[src/rtl/mul_operand_feeder.sv]
// Operand sequencer for the serial shift-add multiplier core.
// Queues operand pairs, runs one multiply at a time, returns products in order.
module mul_operand_feeder #(
    parameter int WIDTH   = 16,
    parameter int DEPTH   = 4,
    parameter int TIMEOUT = 40
) (
    input  logic                       clk_i,
    input  logic                       rst_i,
    input  logic                       in_valid_i,
    output logic                       in_ready_o,
    input  logic [WIDTH-1:0]           a_i,
    input  logic [WIDTH-1:0]           b_i,
    output logic [WIDTH-1:0]           core_a_o,
    output logic [WIDTH-1:0]           core_b_o,
    output logic                       core_start_o,
    input  logic                       core_done_i,
    input  logic [2*WIDTH-1:0]         core_y_i,
    output logic                       out_valid_o,
    input  logic                       out_ready_i,
    output logic [2*WIDTH-1:0]         out_y_o,
    output logic [$clog2(DEPTH):0]     count_o,
    output logic                       err_o
);

    localparam int AW = $clog2(DEPTH);
    localparam int CW = AW + 1;
    localparam int TW = $clog2(TIMEOUT + 1);

    typedef enum logic [1:0] {
        IDLE,
        ISSUE,
        WAIT,
        HOLD
    } state_t;

    logic [WIDTH-1:0] mem_a [DEPTH];
    logic [WIDTH-1:0] mem_b [DEPTH];
    logic [AW-1:0]    wr_ptr;
    logic [AW-1:0]    rd_ptr;
    logic [CW-1:0]    count;
    logic [TW-1:0]    wait_cnt;
    state_t           state;

    logic push;
    logic pop;
    logic timed_out;

    // A full FIFO refuses input even if the FSM pops on the same edge.
    assign in_ready_o = (count != CW'(DEPTH));
    assign count_o    = count;
    assign push       = in_valid_i & in_ready_o;
    assign pop        = (state == IDLE) && (count != '0);
    assign timed_out  = (wait_cnt == TW'(TIMEOUT - 1));

    // Storage needs no reset; occupancy alone decides what is valid.
    always_ff @(posedge clk_i) begin
        if (push) begin
            mem_a[wr_ptr] <= a_i;
            mem_b[wr_ptr] <= b_i;
        end
    end

    always_ff @(posedge clk_i or posedge rst_i) begin
        if (rst_i) begin
            wr_ptr <= '0;
            rd_ptr <= '0;
            count  <= '0;
        end else begin
            if (push) begin
                wr_ptr <= wr_ptr + 1'b1;
            end
            if (pop) begin
                rd_ptr <= rd_ptr + 1'b1;
            end
            unique case ({push, pop})
                2'b10:   count <= count + 1'b1;
                2'b01:   count <= count - 1'b1;
                default: count <= count;
            endcase
        end
    end

    always_ff @(posedge clk_i or posedge rst_i) begin
        if (rst_i) begin
            state        <= IDLE;
            wait_cnt     <= '0;
            core_a_o     <= '0;
            core_b_o     <= '0;
            core_start_o <= 1'b0;
            out_valid_o  <= 1'b0;
            out_y_o      <= '0;
            err_o        <= 1'b0;
        end else begin
            core_start_o <= 1'b0;
            unique case (state)
                IDLE: begin
                    if (pop) begin
                        core_a_o     <= mem_a[rd_ptr];
                        core_b_o     <= mem_b[rd_ptr];
                        core_start_o <= 1'b1;
                        state        <= ISSUE;
                    end
                end
                ISSUE: begin
                    wait_cnt <= '0;
                    state    <= WAIT;
                end
                WAIT: begin
                    wait_cnt <= wait_cnt + 1'b1;
                    if (core_done_i) begin
                        out_y_o     <= core_y_i;
                        out_valid_o <= 1'b1;
                        state       <= HOLD;
                    end else if (timed_out) begin
                        err_o       <= 1'b1;
                        out_y_o     <= '0;
                        out_valid_o <= 1'b1;
                        state       <= HOLD;
                    end
                end
                HOLD: begin
                    if (out_ready_i) begin
                        out_valid_o <= 1'b0;
                        state       <= IDLE;
                    end
                end
                default: state <= IDLE;
            endcase
        end
    end

endmodule

[config.mk]
export PLATFORM = sky130hd
export DESIGN_NAME = mul_operand_feeder
export DESIGN_NICKNAME = d
export VERILOG_FILES = /design/src/rtl/mul_operand_feeder.sv
export SDC_FILE = /design/constraint.sdc
export NUM_CORES = 1
export LEC_CHECK = 0
export ABC_CLOCK_PERIOD_IN_PS = 7900
export BUFFER_PORTS_ARGS = -buffer_cell sky130_fd_sc_hd__buf_4
export CAP_MARGIN = 20
export CELL_PAD_IN_SITES_DETAIL_PLACEMENT = 1
export CELL_PAD_IN_SITES_GLOBAL_PLACEMENT = 2
export CORE_MARGIN = 4
export CORE_UTILIZATION = 40
export DETAILED_ROUTE_END_ITERATION = 7
export HOLD_SLACK_MARGIN = 0.15
export MAX_ROUTING_LAYER = met4
export PLACE_DENSITY_LB_ADDON = 0.1
export SLEW_MARGIN = 15
export SYNTH_ARGS = -nofsm -noshare
export SYNTH_HDL_FRONTEND = slang
export SYNTH_SLANG_ARGS = --single-unit
[constraint.sdc]
create_clock -name clk_i -period 7.9 [get_ports clk_i]
set_input_delay 1.58 -clock clk_i [delete_from_list [all_inputs] [get_ports clk_i]]
set_output_delay 1.58 -clock clk_i [all_outputs]
set_load 0.01 [all_outputs]
==> run_results.csv <==
group,metric,value,unit
floorplanning,coreArea,19720,sq um
drt,ant_nets,0,
drt,drc,0,
global_routing,grt_max_degree,83,
timing,slew_viol_final,0,
timing,setup_violations,0,
setup_path,max_stage_delay,0.47,ns
setup_path,critPathBufInv,1,
logic_synthesis,avgSynthCellArea,14.87,sq um
drt,drt_iter0_drc,224,
logic_synthesis,synthFlopType,"edfxtp_1",
power_and_ir_drop,p_leak,4.217,nW
floorplanning,die_x,150.6,um
clock_tree,hold_buffers,0,
global_routing,antenna_found_initial,0,
layout,antenna_cells,0,
setup_path,critical_path.top_delay_family,"flip-flops",
setup_path,required,6.32,ns
clock_tree,cts_tree,"yes",
power_and_ir_drop,ir_drop,0.1673,mV
floorplanning,fp.dieH,150.6,um
run,max-cap-violations,0,
place,portBuffers,139,
setup_path,cp_max_fo,6,
logic_synthesis,synth_area,8135,sq um
logic_synthesis,ys_seq_area_frac,0.7247,
setup_path,slowest_stage,"dfrtp_1",
place,gp_congestion,0.7609,
outcome,run_status,"complete, no violations",
clock_tree,insertion_delay,0.50,ns
setup_path,path_cells,"or3b_4, buf_4",
layout,drive_above_1_share,0.3173,
clock_tree,ctsResizeCount,0,
drt,vias,4802,
drt,wl,18370,um
drt,dr.pass1.iters,4,
drt,wl_per_cell,18.91,um
layout,fin_nets,768,
layout,final_common_cell,"nand2_1",
drt,via_per_inst,4.945,
logic_synthesis,synth_edf_count,128,
timing,tns,0,ns
clock_tree,root_buffer,"clkbuf_16",
timing,hold_violations,0,
clock_tree,cts_max_path_buffers,3,
setup_path,cp.arrival,1.59,ns
global_routing,track_usage,0.1681,
logic_synthesis,yosysTopAreaCellShare,0.4725,
clock_tree,htreeDepth,1,
logic_synthesis,syn_inst,547,
global_routing,grt-ovfl-total,0,
power_and_ir_drop,finalPower,0.004092,W
hold_path,min_path_type,"register to register",
power_and_ir_drop,power_density,399.2,nW/um^2
setup_path,end_kind,"output port",
timing,timing.slew.headroom,0.3996,
clock_tree,clock-sinks,210,
logic_synthesis,yosys_warnings,0,
logic_synthesis,synth_area_leader_cell,"edfxtp_1",
timing,rsz0062_at_grt,"false",
clock_tree,cts-buffers-inserted,23,
logic_synthesis,synth_seq_cells,210,
global_routing,grt_pass1_vias,5338,
logic_synthesis,async_reset_ff_frac,0.3905,
logic_synthesis,ys_top_cells_by_area,"edfxtp_1 (47%), dfrtp_1 (25%), mux4_2 (8.9%)",
floorplanning,start_util,0.4126,
timing,worst_clock_skew,0.01450,ns
place,dp_hpwl,11380,um
layout,area_growth,25.99,%
clock_tree,cts_setup_buffers,0,
timing,finalCritPeriodShare,0.4011,
floorplanning,dieArea,22680,sq um
timing,min_period,3.169,ns
logic_synthesis,synth_cell_types,45,
floorplanning,io-pin-count,140,
timing,worst_slew_pin_slew,0.9006,ns
clock_tree,clkTransAtPathRegs,0.06,ns
timing,max_clock_freq,315.6,MHz
logic_synthesis,syn-num-nets,626,
setup_path,crit_type,"register to output port",
floorplanning,rows,51,
layout,final_cell_mix,"nand2_1 (167), buf_4 (142), edfxtp_1 (128)",
setup_path,crit_path_start_kind,"register",
global_routing,grt_pass1_wl,28990,um
[per-stage QoR]
stage	hold WS, ns	setup slack, ns	std cells	cell area [sq um]	utilization
3_3_place_gp	0.4469	4.922	927	9420	0.4778
2_1_floorplan	0.4932	4.212	547	8135	-
3_5_place_dp	0.4618	4.850	927	9420	0.4778
6_report	0.4642	4.731	971	10250	0.5198
4_1_cts	0.4738	4.709	969	10220	0.5182
5_1_grt	0.4975	4.653	971	10250	0.5198
[cell usage after synthesis, types with 4 or more instances]
cell and number:
nand2_1 167, edfxtp_1 128, dfrtp_1 82, o21ai_0 33
mux4_2 32, inv_1 14, clkbuf_1 12, ha_1 9
buf_2 5, nor2_1 5, and3_1 4, buf_1 4
nand3_1 4, xnor2_1 4
[cell type report]
cell class / instances / area (sq um)
inverters: 15 / 61.31
repair buffers: 144 / 1096
multi-input cells: 295 / 2066
fillers: 1900 / 9468
clock buffers: 28 / 594.3
well taps: 265 / 331.6
clock inverters: 14 / 202.7
flip-flops and latches: 210 / 5898
[worst paths after layout]
path | from | endpoint | slack (ns) | cells after the start
min in group asynchronous | rst_i | out_y_o[21] | 1.24 | 2
worst min register to register | err_o | err_o | 0.46 | 1
worst max register to register | state[1] | count_o[2] | 4.91 | 11
max in group asynchronous | rst_i | rd_ptr[0] | 6.08 | 2
worst max-delay path | count_o[0] | in_ready_o | 4.73 | 2
worst min-delay path | err_o | err_o | 0.46 | 1
[where the power goes]
| group | internal, W | switching [W] |
|---|---|---|
| clock | 0.000701 | 0.000424 |
| sequential | 0.00151 | 0.000185 |
| combinational | 0.000588 | 0.000680 |
[per-layer routing]
layer | up-vias | part of all wire | global-route usage
met5 | - | 0 | -
met4 | 0 | 0.020 | 0.03989
met3 | 32 | 0.057 | 0.02920
met2 | 133 | 0.49 | 0.2817
met1 | 2404 | 0.43 | 0.2161
li1 | 2233 | - | -
[flip-flops by register name, summed over array words and instances, names as in the netlist, 3 cells and up]
register and flops:
out_y_o 32, core_b_o 16, core_a_o 16, wait_cnt 6
mem_b 64, mem_a 64, count_o 3
[kinds of logic (layout without fill, tap and decap cells)]
logic type | count (synthesis) | after routing | synth area share
flip-flops | 210 | 210 | 0.7247
AND/OR/NAND/NOR | 192 | 192 | 0.09720
AO/OA/AOI/OAI | 50 | 50 | 0.03814
buffers and inverters | 42 | 201 | 0.02199
multiplexers | 36 | 36 | 0.09412
adder cells (fa/ha/maj) | 10 | 10 | 0.01630
XOR/XNOR | 7 | 7 | 0.007536
[worst register-to-register path: stages (launching register included)]
cell and delay, ns:
dfrtp_1 0.41, inv_1 0.10, ha_1 0.24, o31ai_4 0.09, buf_4 0.28, inv_2 0.61, ha_1 0.32, inv_1 0.07
fa_1 0.38, xor2_1 0.15, nor2_1 0.11, xor2_1 0.16
(Power assumes the default switching activity.)
